## src/rtl/msi_snoop_bus.sv

```systemverilog
// Snooping bus controller for MSI caches: round-robin arbitration, one snoop broadcast
// per transaction, then either a memory read, a flush write-back, or nothing (upgrade).
module msi_snoop_bus #(
    parameter int NUM_PROCS       = 4,
    parameter int ADDR_SIZE       = 32,
    parameter int CACHE_LINE_SIZE = 128
) (
    input  logic                                 clk_i,
    input  logic                                 rst_i,
    input  logic [NUM_PROCS-1:0]                 req_i,
    input  logic [2*NUM_PROCS-1:0]               msg_i,
    input  logic [ADDR_SIZE*NUM_PROCS-1:0]       addr_i,
    output logic [NUM_PROCS-1:0]                 gnt_o,
    output logic                                 bus_valid_o,
    output logic [1:0]                           bus_msg_o,
    output logic [ADDR_SIZE-1:0]                 bus_addr_o,
    input  logic [NUM_PROCS-1:0]                 flush_i,
    input  logic [CACHE_LINE_SIZE*NUM_PROCS-1:0] flush_data_i,
    output logic [CACHE_LINE_SIZE-1:0]           data_o,
    output logic                                 data_valid_o,
    output logic                                 mem_req_o,
    output logic                                 mem_we_o,
    output logic [ADDR_SIZE-1:0]                 mem_addr_o,
    output logic [CACHE_LINE_SIZE-1:0]           mem_wdata_o,
    input  logic [CACHE_LINE_SIZE-1:0]           mem_rdata_i,
    input  logic                                 mem_ack_i
);
    localparam int PW = (NUM_PROCS > 1) ? $clog2(NUM_PROCS) : 1;

    typedef enum logic [2:0] {IDLE, SNOOP, MEM, FLUSH, DONE} state_t;

    state_t                     state, state_nxt;
    logic [PW-1:0]              ptr;
    logic [PW-1:0]              win_idx;
    logic [PW-1:0]              fl_idx;
    logic [PW-1:0]              cidx;
    logic                       win_found;
    logic                       fl_found;
    int                         cand;
    logic [NUM_PROCS-1:0]       gnt_q;
    logic [NUM_PROCS-1:0]       flush_masked;
    logic [1:0]                 msg_q;
    logic [ADDR_SIZE-1:0]       addr_q;
    logic [CACHE_LINE_SIZE-1:0] flush_q;
    logic [CACHE_LINE_SIZE-1:0] data_q;
    logic                       no_data;

    // BusUpgr (10) and reserved (11) both carry no line data
    assign no_data = msg_q[1];

    // Round-robin search starting at ptr, wrapping at NUM_PROCS
    always_comb begin
        win_found = 1'b0;
        win_idx   = '0;
        cand      = 0;
        cidx      = '0;
        for (int off = 0; off < NUM_PROCS; off++) begin
            cand = int'(ptr) + off;
            if (cand >= NUM_PROCS) cand = cand - NUM_PROCS;
            cidx = PW'(cand);
            if (!win_found && req_i[cidx]) begin
                win_found = 1'b1;
                win_idx   = cidx;
            end
        end
    end

    // The owner never supplies its own line; lowest remaining index wins
    assign flush_masked = flush_i & ~gnt_q;

    always_comb begin
        fl_found = 1'b0;
        fl_idx   = '0;
        for (int i = NUM_PROCS - 1; i >= 0; i--) begin
            if (flush_masked[i]) begin
                fl_found = 1'b1;
                fl_idx   = PW'(i);
            end
        end
    end

    always_comb begin
        state_nxt    = state;
        bus_valid_o  = 1'b0;
        bus_msg_o    = '0;
        bus_addr_o   = '0;
        mem_req_o    = 1'b0;
        mem_we_o     = 1'b0;
        mem_addr_o   = '0;
        mem_wdata_o  = '0;
        data_valid_o = 1'b0;
        case (state)
            IDLE: begin
                if (win_found) state_nxt = SNOOP;
            end
            SNOOP: begin
                bus_valid_o = 1'b1;
                bus_msg_o   = msg_q;
                bus_addr_o  = addr_q;
                if (no_data)       state_nxt = DONE;
                else if (fl_found) state_nxt = FLUSH;
                else               state_nxt = MEM;
            end
            MEM: begin
                mem_req_o  = 1'b1;
                mem_addr_o = addr_q;
                if (mem_ack_i) state_nxt = DONE;
            end
            FLUSH: begin
                mem_req_o   = 1'b1;
                mem_we_o    = 1'b1;
                mem_addr_o  = addr_q;
                mem_wdata_o = flush_q;
                if (mem_ack_i) state_nxt = DONE;
            end
            DONE: begin
                data_valid_o = !no_data;
                state_nxt    = IDLE;
            end
            default: state_nxt = IDLE;
        endcase
    end

    always_ff @(posedge clk_i or posedge rst_i) begin
        if (rst_i) begin
            state   <= IDLE;
            ptr     <= '0;
            gnt_q   <= '0;
            msg_q   <= '0;
            addr_q  <= '0;
            flush_q <= '0;
            data_q  <= '0;
        end else begin
            state <= state_nxt;
            case (state)
                IDLE: begin
                    if (win_found) begin
                        gnt_q  <= NUM_PROCS'(1) << win_idx;
                        ptr    <= (win_idx == PW'(NUM_PROCS - 1)) ? '0 : win_idx + 1'b1;
                        msg_q  <= msg_i[2*int'(win_idx) +: 2];
                        addr_q <= addr_i[ADDR_SIZE*int'(win_idx) +: ADDR_SIZE];
                    end
                end
                SNOOP: begin
                    if (fl_found) flush_q <= flush_data_i[CACHE_LINE_SIZE*int'(fl_idx) +: CACHE_LINE_SIZE];
                end
                MEM: begin
                    if (mem_ack_i) data_q <= mem_rdata_i;
                end
                FLUSH: begin
                    if (mem_ack_i) data_q <= flush_q;
                end
                DONE: begin
                    gnt_q <= '0;
                end
                default: ;
            endcase
        end
    end

    assign gnt_o  = gnt_q;
    assign data_o = data_q;
endmodule

```

## config.mk

```make
export PLATFORM = sky130hd
export DESIGN_NAME = msi_snoop_bus
export DESIGN_NICKNAME = d
export VERILOG_FILES = /design/src/rtl/msi_snoop_bus.sv
export SDC_FILE = /design/constraint.sdc
export NUM_CORES = 1
export LEC_CHECK = 0
export BUFFER_PORTS_ARGS = -buffer_cell sky130_fd_sc_hd__buf_4
export CAP_MARGIN = 20
export CORE_AREA = 2 2 437 439
export CTS_BUF_LIST = sky130_fd_sc_hd__clkbuf_8
export DETAILED_ROUTE_END_ITERATION = 8
export DIE_AREA = 0 0 439 441
export SYNTH_ARGS = -nofsm -noshare
export SYNTH_HDL_FRONTEND = slang
export SYNTH_SLANG_ARGS = --single-unit
export TNS_END_PERCENT = 100
```

## constraint.sdc

```tcl
create_clock -name clk_i -period 11.51 [get_ports clk_i]
set_input_delay 0.5755 -clock clk_i [delete_from_list [all_inputs] [get_ports clk_i]]
set_output_delay 0.5755 -clock clk_i [all_outputs]
set_load 0.01 [all_outputs]
```

==> metrics.csv <==
metric;value;unit
async_reset_ff_share;100;%
crit_path_top_delay_cell;dfrtp_4;
slew_viol_final;0;
crit_required;10930;ps
finalWorstSetupSlack;7680;ps
htree_num_levels;3;
dp_slack;7640;ps
cts_root_buf;clkbuf_8;
slowest_delay;720;ps
hold_viol;0;
finalPower;7.25;mW
start_util;8.65;%
rows;160;
synth-edff-count;0;
syn_area;0.0164;sq mm
finalCriticalPeriod;3830;ps
cts_buffers;72;
die-area;0.194;sq mm
vdd_drop_max;0.125;mV
gr-total-overflow;0;
clock.fmax;261;MHz
coreArea;0.189;sq mm
cpLargestDelayFamily;buffers and inverters;
ys_seq_area_share;45.7;%
synth_fp_nets;2621;
grt_pass1_wl;219;mm
cap_violations;0;
yosysTopAreaCell;dfrtp_1;
relSlewSlack;22.5;%
hold_class;in2reg;
gp_congestion;0.985;
setup_viol;0;
yosys_warnings;0;
netlist_instances;1831;
num_vias;22200;
clk_pin_slew_worst_paths;60;ps
crit_path_end_kind;output pin;
cts_tree;done;
synthFlopType;dfrtp_1;
placedCellCount;5290;
synth.area.top_cells;dfrtp_1, o22ai_1, a21oi_1, o22a_1, and3_1;
drt_wl_total;175;mm
track_usage;17.2;%
synth_most_common_cell;dfrtp_1;
critPathLaunch;state[0];
grt_max_degree;88;
grt_setup_unrepaired;no;
fin_cells;5521;
outcome;complete, no violations;
drtIter0Drc;2240;
drcViolationCount;0;
post-route-period-util;33.3;%
power.density;245;mW/mm^2
cp.arrival;3260;ps
worst-path-buf-inv;3;
grt_pass1_vias;20800;
synth_top_cell_area_share;45.7;%
layout.nets;3693;
fp.dieH;441;microns
via_per_inst;4.01;
worstMarginPinSlew;1160;ps
drtPass1Iterations;6;
cpMostUsedCell;buf_4;
cp-start-kind;flip-flop;
crit_type;reg2out;
hold_start;mem_rdata_i[117];
clock-sinks;299;
syn2layout_area_growth;80.7;%
hold_ws;121;ps
yosysUniqueCellTypes;39;
worstPathMaxFanout;51;
finClkSkew;45.7;ps
io_buffer_count;1116;
wl_per_cell;31.8;microns
synth_top_cells_by_count;dfrtp_1, a21oi_1, o22ai_1;
hpwl;144;mm
setup_tns;0;ps
p_leak;13.5;nW
io_pins;1117;
final_antenna_net_count;0;
antenna_found_initial;120;
ctsResizeCount;0;
die_w;439;microns
cts_buffer_depth;3;
synth-seq-cells;299;
r2r_start;gnt_o[0];
cp_cell_sequence;buf_16, buf_4, and3_1, buf_4;
drive_gt1_share;43.8;%
clk_latency;790;ps
avgSynthCellArea;8.94;sq um
-- worst register-to-register path, cell delays in order (launching register included) --
cell,delay (ps)
dfrtp_1,380
nand2b_4,560
and2_4,670
buf_4,710
buf_4,830
a21oi_1,260
o22a_1,220
-- metrics by stage --
stage          util [%]  instance area (sq um)
2_1_floorplan         -                  16400
3_3_place_gp       14.5                  27400
3_5_place_dp       14.5                  27400
4_1_cts            15.6                  29400
5_1_grt            15.6                  29500
6_report           15.6                  29600
-- repair_timing --
item	CTS	global route
hold endpoints to repair	127	0
setup buffers	0	0
hold buffers	49	0
-- layout make-up --
type / count / area, sq um
Fill cell: 21500 / 160000
Timing Repair Buffer: 1199 / 9140
Multi-Input combinational cell: 1289 / 8000
Sequential cell: 299 / 7490
Tap cell: 2511 / 3140
Clock buffer: 87 / 1200
Clock inverter: 40 / 319
Inverter: 42 / 170
Antenna cell: 54 / 135
-- layout by cell type (no fill, tap or decap), drive strengths merged --
master / count
buf: 1150
bufinv: 4
nand2: 174
nor3: 2
o221a: 33
nor2b: 5
and2: 67
o21a: 1
clkinv: 12
o21ai: 133
a21oi: 259
a221oi: 1
nand2b: 8
a41oi: 1
or4: 1
nor4: 2
o22a: 128
o22ai: 257
diode: 54
or3b: 1
a211oi: 2
and3: 128
mux2: 33
o221ai: 33
mux2i: 2
ha: 3
nor2: 7
or2: 3
inv: 66
dfrtp: 299
o31a: 1
nand3: 4
dlygate4sd3: 49
clkbuf: 87
-- metal layers --
metal	up-vias	global-route usage (%)	wire length [microns]
met5	-	0.199	475
met4	72	8.72	9540
met3	368	6.80	18800
met2	1602	25.1	75100
met1	11000	21.7	71500
li1	9149	-	-
-- state kept, by name (all words and copies together) (netlist names) --
name and count:
data_o 128, gnt_o 4, ptr 2, state 3
addr_q 32, msg_q 2, flush_q 128
-- report_power, final --
group | internal [mW] | switching [mW]
clock network | 0.777 | 0.658
registers | 1.55 | 0.418
logic | 1.45 | 2.39
total | 3.78 | 3.47
-- logic make-up (layout without fill, tap and decap cells) --
| family | count (synthesis) | in the layout | share of synthesized area (%) |
|---|---|---|---|
| other | 0 | 54 | 0 |
| DFF | 299 | 299 | 45.7 |
| buffers and inverters | 243 | 1368 | 5.97 |
| muxes | 35 | 35 | 2.39 |
| adders and majority gates | 3 | 3 | 0.229 |
| and+or+nand+nor | 402 | 402 | 12.7 |
| AOI/OAI and AO/OA | 849 | 849 | 33.0 |
-- path summary, 6_finish.rpt --
path | slack [ps] | to | cells after the start
worst max-delay path | 7680 | mem_wdata_o[100] | 4
worst min-delay path | 120 | data_o[117] | 3
worst max register to register | 7770 | flush_q[111] | 6
worst min register to register | 480 | data_o[103] | 2
max in group asynchronous | 8520 | flush_q[109] | 6
min in group asynchronous | 410 | addr_q[9] | 3
No activity file was read; power rests on OpenSTA's default activity.
